===== src/rtl/pc_seq_pkg.sv =====
// pc_seq_pkg: shared state encoding and body-range check for pc_sequencer.
package pc_seq_pkg;

   typedef enum logic [1:0] {IDLE, HEADER, RUN} state_e;

   function automatic logic in_body(input logic [31:0] addr, input int unsigned lo,
                                    input int unsigned depth);
      return (addr >= lo) && (addr < depth);
   endfunction

endpackage


===== src/rtl/pc_addr_counter.sv =====
// pc_addr_counter: loadable program address counter with body wrap and jump-target mux.
module pc_addr_counter #(
   parameter int ADDR_W     = 16,
   parameter int DEPTH      = 41065,
   parameter int LOOP_START = 93
) (
   input  logic              clk,
   input  logic              reset_n,
   input  logic              clear,
   input  logic              inc,
   input  logic              load,
   input  logic              jump_ok,
   input  logic [ADDR_W-1:0] jump_addr,
   output logic [ADDR_W-1:0] addr,
   output logic              at_last,
   output logic              at_hdr_end
);

   localparam logic [ADDR_W-1:0] LS   = ADDR_W'(LOOP_START);
   localparam logic [ADDR_W-1:0] LAST = ADDR_W'(DEPTH - 1);

   logic [ADDR_W-1:0] addr_q, addr_d;

   assign at_last    = addr_q == LAST;
   assign at_hdr_end = addr_q == LS - ADDR_W'(1);
   assign addr       = addr_q;

   // Bad jump targets fall back to the body start.
   always_comb begin
      addr_d = clear ? '0
             : load  ? (jump_ok ? jump_addr : LS)
             : inc   ? (at_last ? LS : addr_q + ADDR_W'(1))
             : addr_q;
   end

   always_ff @(posedge clk or negedge reset_n) begin
      if (!reset_n) addr_q <= '0;
      else          addr_q <= addr_d;
   end

endmodule


===== src/rtl/pc_sequencer.sv =====
// pc_sequencer: program-memory address FSM (one-shot header, looping body, handshaked jumps).
// Optional PC_LOOP_COUNT_EN adds a loop counter that ends playback after loop_limit passes.
module pc_sequencer
   import pc_seq_pkg::*;
#(
   parameter int ADDR_W     = 16,
   parameter int DEPTH      = 41065,
   parameter int LOOP_START = 93,
   parameter int LOOP_W     = 8
) (
   input  logic              clk,
   input  logic              reset_n,
   input  logic              byte_stb,
   input  logic              start,
   input  logic              stop,
   input  logic              jump_req,
   input  logic [ADDR_W-1:0] jump_addr,
   output logic              jump_ack,
   output logic              jump_err,
   output logic [ADDR_W-1:0] mem_addr,
   output logic              mem_rd,
   output logic              hdr_done,
   output logic              wrap_pulse,
   output logic              busy
`ifdef PC_LOOP_COUNT_EN
   ,
   input  logic [LOOP_W-1:0] loop_limit,
   output logic [LOOP_W-1:0] loop_cnt,
   output logic              done
`endif
);

   localparam longint ADDR_SPAN = 64'd1 << ADDR_W;

   if (DEPTH > ADDR_SPAN || LOOP_START <= 0 || LOOP_START >= DEPTH || LOOP_W < 1) begin : g_bad_cfg
      $error("pc_sequencer: illegal DEPTH/LOOP_START/ADDR_W/LOOP_W combination");
   end

   state_e state_q, state_d;
   logic   mem_rd_q, mem_rd_d;
   logic   ack_q, ack_d;
   logic   err_q, err_d;
   logic   wrap_q, wrap_d;
   logic   clear, inc, load, jump_ok, at_last, at_hdr_end, last_loop, start_ok;

   assign jump_ok  = in_body(32'(jump_addr), LOOP_START, DEPTH);
   assign start_ok = state_q == IDLE && start && !stop;

   pc_addr_counter #(.ADDR_W(ADDR_W), .DEPTH(DEPTH), .LOOP_START(LOOP_START)) u_cnt (
      .clk        (clk),
      .reset_n    (reset_n),
      .clear      (clear),
      .inc        (inc),
      .load       (load),
      .jump_ok    (jump_ok),
      .jump_addr  (jump_addr),
      .addr       (mem_addr),
      .at_last    (at_last),
      .at_hdr_end (at_hdr_end)
   );

   always_comb begin
      state_d  = state_q;
      clear    = 1'b0;
      inc      = 1'b0;
      load     = 1'b0;
      mem_rd_d = 1'b0;
      ack_d    = 1'b0;
      err_d    = 1'b0;
      wrap_d   = 1'b0;
      if (stop) begin
         state_d = IDLE;
         clear   = 1'b1;
      end else begin
         case (state_q)
            IDLE: begin
               clear    = 1'b1;
               state_d  = start ? HEADER : IDLE;
               mem_rd_d = start;
            end
            HEADER: if (byte_stb) begin
               inc      = 1'b1;
               mem_rd_d = 1'b1;
               state_d  = at_hdr_end ? RUN : HEADER;
            end
            RUN: if (byte_stb) begin
               mem_rd_d = 1'b1;
               if (jump_req) begin
                  load  = 1'b1;
                  ack_d = 1'b1;
                  err_d = !jump_ok;
               end else if (at_last && last_loop) begin
                  // Final pass complete: end playback instead of wrapping.
                  state_d  = IDLE;
                  clear    = 1'b1;
                  mem_rd_d = 1'b0;
               end else begin
                  inc    = 1'b1;
                  wrap_d = at_last;
               end
            end
            default: begin
               state_d = IDLE;
               clear   = 1'b1;
            end
         endcase
      end
   end

`ifdef PC_LOOP_COUNT_EN
   logic [LOOP_W-1:0] loop_cnt_q, loop_cnt_d;
   logic              done_q, done_d;

   assign last_loop = loop_limit != '0 && loop_cnt_q + LOOP_W'(1) == loop_limit;

   always_comb begin
      done_d     = state_q == RUN && !stop && byte_stb && !jump_req && at_last && last_loop;
      loop_cnt_d = start_ok ? '0 : (wrap_d || done_d) ? loop_cnt_q + LOOP_W'(1) : loop_cnt_q;
   end

   always_ff @(posedge clk or negedge reset_n) begin
      if (!reset_n) begin
         loop_cnt_q <= '0;
         done_q     <= 1'b0;
      end else begin
         loop_cnt_q <= loop_cnt_d;
         done_q     <= done_d;
      end
   end

   assign loop_cnt = loop_cnt_q;
   assign done     = done_q;
`else
   assign last_loop = 1'b0;
   logic unused_start_ok;
   assign unused_start_ok = start_ok;
`endif

   always_ff @(posedge clk or negedge reset_n) begin
      if (!reset_n) begin
         state_q  <= IDLE;
         mem_rd_q <= 1'b0;
         ack_q    <= 1'b0;
         err_q    <= 1'b0;
         wrap_q   <= 1'b0;
      end else begin
         state_q  <= state_d;
         mem_rd_q <= mem_rd_d;
         ack_q    <= ack_d;
         err_q    <= err_d;
         wrap_q   <= wrap_d;
      end
   end

   assign mem_rd     = mem_rd_q;
   assign jump_ack   = ack_q;
   assign jump_err   = err_q;
   assign wrap_pulse = wrap_q;
   assign hdr_done   = state_q == RUN;
   assign busy       = state_q != IDLE;

endmodule

===== config.mk =====
export PLATFORM = sky130hd
export DESIGN_NAME = pc_sequencer
export DESIGN_NICKNAME = d
export VERILOG_FILES = /design/src/rtl/pc_seq_pkg.sv /design/src/rtl/pc_addr_counter.sv /design/src/rtl/pc_sequencer.sv
export SDC_FILE = /design/constraint.sdc
export NUM_CORES = 1
export LEC_CHECK = 0
export CORE_ASPECT_RATIO = 0.75
export CORE_MARGIN = 2
export CORE_UTILIZATION = 35
export DETAILED_ROUTE_END_ITERATION = 10
export GPL_ROUTABILITY_DRIVEN = 1
export GPL_TIMING_DRIVEN = 0
export PLACE_DENSITY = 0.6
export SETUP_SLACK_MARGIN = 0.4
export SLEW_MARGIN = 20
export SYNTH_ARGS = -nofsm -noshare
export SYNTH_HDL_FRONTEND = slang
export SYNTH_SLANG_ARGS = --single-unit

===== constraint.sdc =====
create_clock -name clk -period 5.77 [get_ports clk]
set_clock_uncertainty 0.2 [all_clocks]
set_input_delay 0.577 -clock clk [delete_from_list [all_inputs] [get_ports clk]]
set_output_delay 0.577 -clock clk [all_outputs]
set_load 0.05 [all_outputs]

# After elaboration in Yosys (flattened, before gate mapping)
# Cells that the tools add are included.
[word_totals]
output_inout_bits = 22
ff_bits = 22
wordCells = 53
input_bits = 22
[classes]
eq_ne = 6
n_mux = 31
n_lt_le_gt_ge = 2
n_addsub = 1
n_reduce_logical = 7
[op_table]
columns = ["operator", "count"]
rows = [
  ["16-bit two-way mux", 5],
  ["1-bit two-way mux", 20],
  ["16-bit by 1-bit adder with 16-bit output (second input constant)", 1],
  ["16-bit == test (second input constant)", 1],
  ["16-bit by 7-bit == test with 1-bit output (second input constant)", 1],
  ["16-bit by 7-bit >= comparator with 1-bit output (second input constant)", 1],
  ["16-bit < comparator (second input constant)", 1],
  ["2-bit two-way mux", 3],
  ["2-bit one-hot mux with 3 select lines", 1],
  ["1-bit one-hot mux with 2 select lines", 2],
  ["3-bit != test (second input constant)", 1],
  ["3-bit nonzero test", 1],
  ["2-bit by 1-bit == test with 1-bit output (second input constant)", 1],
  ["2-bit == test (second input constant)", 1],
  ["2-bit zero test", 1],
  ["2-bit != test (second input constant)", 1],
  ["2-bit AND reduction", 1],
  ["2-bit nonzero test", 1],
  ["2-bit OR reduction", 1],
  ["1-bit logical AND", 1],
  ["1-bit zero test", 1],
]

# Longest topological paths before layout
[logic_depth]
depth_word = 7
mapped_depth = 8

# By module
# From an unflattened synthesis, not the netlist that was laid out.
[hier_totals]
cells_unflattened = 200
hier_area_um2 = 1716.6
[modules_own_cells]
columns = ["module", "n_inst", "cells_each", "seq_area_each_um2", "area_per_inst_um2"]
rows = [
  ["pc_addr_counter", 1, 154, 400.4, 1297.5],
  ["pc_sequencer", 1, 46, 150.1, 419.2],
]

# Worst setup path before layout
# OpenSTA, ideal clock, no wires.
[synth_path]
path_kind = "register -> register"
start = "reg state_q[0]"
end = "reg u_cnt.addr_q[2], in the netlist u_cnt.addr[2]"
slack_ns = 3.391
setup_ns = 0.064
arrival_time_ns = 2.115
path_buffers = 2
stages_incl_launch_ff = 9
t_required_ns = 5.506
synth_period_minus_slack_ns = 2.379
path_cell_list = "dfrtp_1 inv_1 ha_1 buf_2 nand4b_1 and2_4 buf_6 a221oi_1 a21o_1"
[synth_between]
elab_chain_cells = 5
word_cells_on_any_way = 12
classes_between = "eq/ne: 2; mux: 8; reduce/logical: 2"
[synth_rtl]
columns = ["item", "line", "text"]
rows = [
  ["from (decl)", "pc_sequencer.sv:39", "state_e state_q, state_d;"],
  ["from (signal assigned)", "pc_sequencer.sv:147", "state_q <= state_d;"],
  ["2-bit == test *", "--", ""],
  ["via hdr_done", "pc_sequencer.sv:22", "output logic hdr_done,"],
  ["2-bit OR reduction (no line) / 1-bit two-way mux (equally long branches)", "--", ""],
  ["1-bit two-way mux, on equally long branches", "--", ""],
  ["1-bit two-way mux / 16-bit two-way mux (equally long branches)", "pc_sequencer.sv:71, pc_addr_counter.sv:31", ""],
  ["3-bit nonzero test (no line) / 16-bit two-way mux (equally long branches)", "--", ""],
  ["to (signal assigned)", "pc_addr_counter.sv:38", "else addr_q <= addr_d;"],
  ["to (decl)", "pc_addr_counter.sv:22", "logic [ADDR_W-1:0] addr_q, addr_d;"],
]
# Mark *: on every way through the listed nets, which the timed path passes. The rest lies on a longest branch.
# A chain may end at the register's enable or synchronous reset.

# Worst setup path in the final report
[layout_path]
start = "in jump_addr[11]"
end = "reg u_cnt.addr_q[6], in the netlist u_cnt.addr[6]"
[layout_between]
elab_chain_cells = 5
word_cells_on_any_way = 6
classes_between = "order compare: 2; mux: 3; reduce/logical: 1"
[layout_rtl]
columns = ["item", "line", "text"]
rows = [
  ["from (decl)", "pc_sequencer.sv:17", "input logic [ADDR_W-1:0] jump_addr,"],
  ["16-bit by 7-bit >= comparator with 1-bit output / 16-bit < comparator (equally long branches)", "pc_seq_pkg.sv:8", "return (addr >= lo) && (addr < depth);"],
  ["1-bit logical AND *", "pc_seq_pkg.sv:8", ""],
  ["16-bit two-way mux * (2 in series)", "pc_addr_counter.sv:31", ": load ? (jump_ok ? jump_addr : LS)"],
  ["16-bit two-way mux *", "pc_addr_counter.sv:30", "addr_d = clear ? '0"],
]
# Every way passes the cells marked *; elsewhere a longest branch is shown, timed or not.

==> results.toml <==
[synth]
ys.flop_type = "dfrtp_1"
yosysUniqueCellTypes = 45
synth_seq_area_share = 0.351
synth_area_um2 = 1570
syn_nets = 202
ys_ff_latch = 22
syn-instance-count = 174
synth_edf_count = 0
synthArstFlopShare = 1.00
synth_warnings = 0
syn-mean-instance-area_um2 = 9.01

[clock_network]
cts_max_level = 1
cts_tree = "yes"
insertion_delay_ps = 260
cts_hold_buf = 0
clk_path_buf_depth = 2
cts_resized = 0
path_clk_slew_ps = 80
cts_sinks = 22
cts-root-buf = "clkbuf_8"
cts_setup_buffers = 0
cts_made_buffers = 3

[grt]
grt_use_total = 0.213
grt_start_max_net_pins = 23
overflow = 0
grt_first_pass_wirelength_um = 7870
grt_pass1_vias = 1537
grt_antenna_before_repair = 0

[critical_path]
max_stage_delay_ps = 540
worst_path_max_delay_cell = "nor4_1"
endpoint_kind = "register"
arrival_ps = 2610
reg2reg_depth = 7
path_cells = "clkdlybuf4s50_1, nor4_1, o211ai_1, a21oi_1, a221o_1, o21ai_0"
critical_path_class = "in -> reg"
worstPathRequired_ps = 5700
critPathMaxFanout = 5
start_kind = "primary input"

[layout]
fin_util = 0.483
area_delta_synth_final_pct = 35.2
seq_area_um2 = 551
fillers = 425
final_common_cell = "clkdlybuf4s50_1"
final_nets = 250
final_cell_mix = "clkdlybuf4s50_1 (42), dfrtp_1 (22), o21ai_0 (13)"
drive_above_1_share = 0.0679
multi_input_area_um2 = 931
insertedDiodeCount = 0
layout.cells.non_filler = 278

[timing]
final_hold_viol_count = 0
period_needed_ps = 2680
tightest_slew_ps = 602
rsz0062_at_grt = "no"
post-route-period-util = 0.465
maxSlewViolCount = 0
fin_setup_tns_ps = 0
slew_headroom = 0.597
fmax_ghz = 0.373
finalSetupViolations = 0

[route]
viasPerCell = 5.85
wl_per_cell_um = 18.0
wirelength_um = 5000
drc = 0
vias = 1626
drt-pass1-iter-count = 4
drt-initial-drc-count = 130
antenna_left = 0

[flow_run]
drv_cap = 0

[placement]
routabilityCongestion = 0.978
port_buffers = 43
place_inst = 274
dpl.hpwl_um = 3840

[worst_hold_path]
hold_path.class = "in -> async"

[die]
start_util = 0.357
io-pin-count = 44
core_area_um2 = 4390
die_area_um2 = 5040
die_y_um = 62.0
die_w_um = 81.3
rows = 21

[run_status]
status = "finished, final reports clean"

[power]
p_leak_nw = 0.855
p_per_area_nw_per_um2 = 149
irDropWorstVdd_mv = 0.0541
power_uw = 316
area by class of cell:
cell class / count / share of cell area
multi-input combinational: 134 / 0.439
tap: 57 / 0.0336
timing repair buffer: 43 / 0.201
sequential: 22 / 0.260
inverter: 12 / 0.0213
buffer: 6 / 0.0195
clock buffer: 4 / 0.0260
worst paths after layout:
| path | from | to | slack [ps] |
|---|---|---|---|
| max in group asynchronous | reset_n | state_q[0]$_DFFE_PN0P_ | 4960 |
| worst min-delay path | reset_n | jump_ack$_DFF_PN0_ | 70 |
| worst max register to register | state_q[0]$_DFFE_PN0P_ | u_cnt.addr[6]$_DFFE_PN0P_ | 3460 |
| min in group clk | u_cnt.addr[15]$_DFFE_PN0P_ | u_cnt.addr[15]$_DFFE_PN0P_ | 400 |
| worst min register to register | u_cnt.addr[15]$_DFFE_PN0P_ | u_cnt.addr[15]$_DFFE_PN0P_ | 400 |
| worst max-delay path | jump_addr[11] | u_cnt.addr[6]$_DFFE_PN0P_ | 3090 |
synthesized netlist by cell type (all sizes together) (3+ instances only):
library cell | n | area, um2
o21ai | 17 | 85.1
dfrtp | 22 | 551
nor4 | 6 | 37.5
buf | 6 | 41.3
a21oi | 7 | 35.0
and3 | 4 | 25.0
o2bb2ai | 4 | 35.0
xor2 | 4 | 35.0
a21o | 3 | 22.5
a221o | 3 | 30.0
a22oi | 8 | 60.1
xnor2 | 3 | 26.3
inv | 12 | 45.0
a221oi | 4 | 35.0
nand4 | 5 | 31.3
o211ai | 4 | 30.0
nand3 | 7 | 35.0
nand2 | 9 | 36.3
nor3 | 6 | 30.0
ha | 6 | 75.1
a32oi | 3 | 33.8
nor2 | 8 | 30.0
layer usage:
metal | share of wire | vias up | GRT usage
met5 | 0 | - | 0
met4 | 0.0084 | 0 | 0.0581
met3 | 0.085 | 6 | 0.0419
met2 | 0.42 | 71 | 0.306
met1 | 0.48 | 782 | 0.324
li1 | - | 767 | -
stage by stage:
stage / setup WS (ps) / hold slack [ps] / instance area [um2]
after global routing: 2950 / 103 / 2120
after CTS: 3180 / 406 / 2120
after detailed placement: 2930 / 387 / 2070
after floorplan: 3390 / 81.4 / 1570
final: 3090 / 71.0 / 2120
after global placement: 2940 / 386 / 2070
state kept, by name (all words and copies together), names as in the netlist:
name,count
wrap_pulse,1
mem_rd,1
state_q,2
jump_ack,1
jump_err,1
u_cnt.addr,16
kinds of logic after synthesis:
family | share of synthesized area
XOR/XNOR | 0.0391
adder cells (fa/ha/maj) | 0.0479
flip-flops | 0.351
AND/OR/NAND/NOR | 0.242
AO/OA/AOI/OAI | 0.265
buffers and inverters | 0.0551
report_power, final:
part	total (mW)	switching [mW]	leakage (nW)	internal [mW]
Sequential	0.156	0.000892	0.305	0.155
Clock	0.111	0.0502	0.0288	0.0609
Combinational	0.0482	0.0264	0.521	0.0218
Total	0.316	0.0775	0.855	0.238
critical path: cells and delay by family:
family / cells / cell delay, ps
AND/OR/NAND/NOR: 1 / 540
buffers and inverters: 1 / 440
AO/OA/AOI/OAI: 4 / 1060
Power figures use the tool's default switching activity.
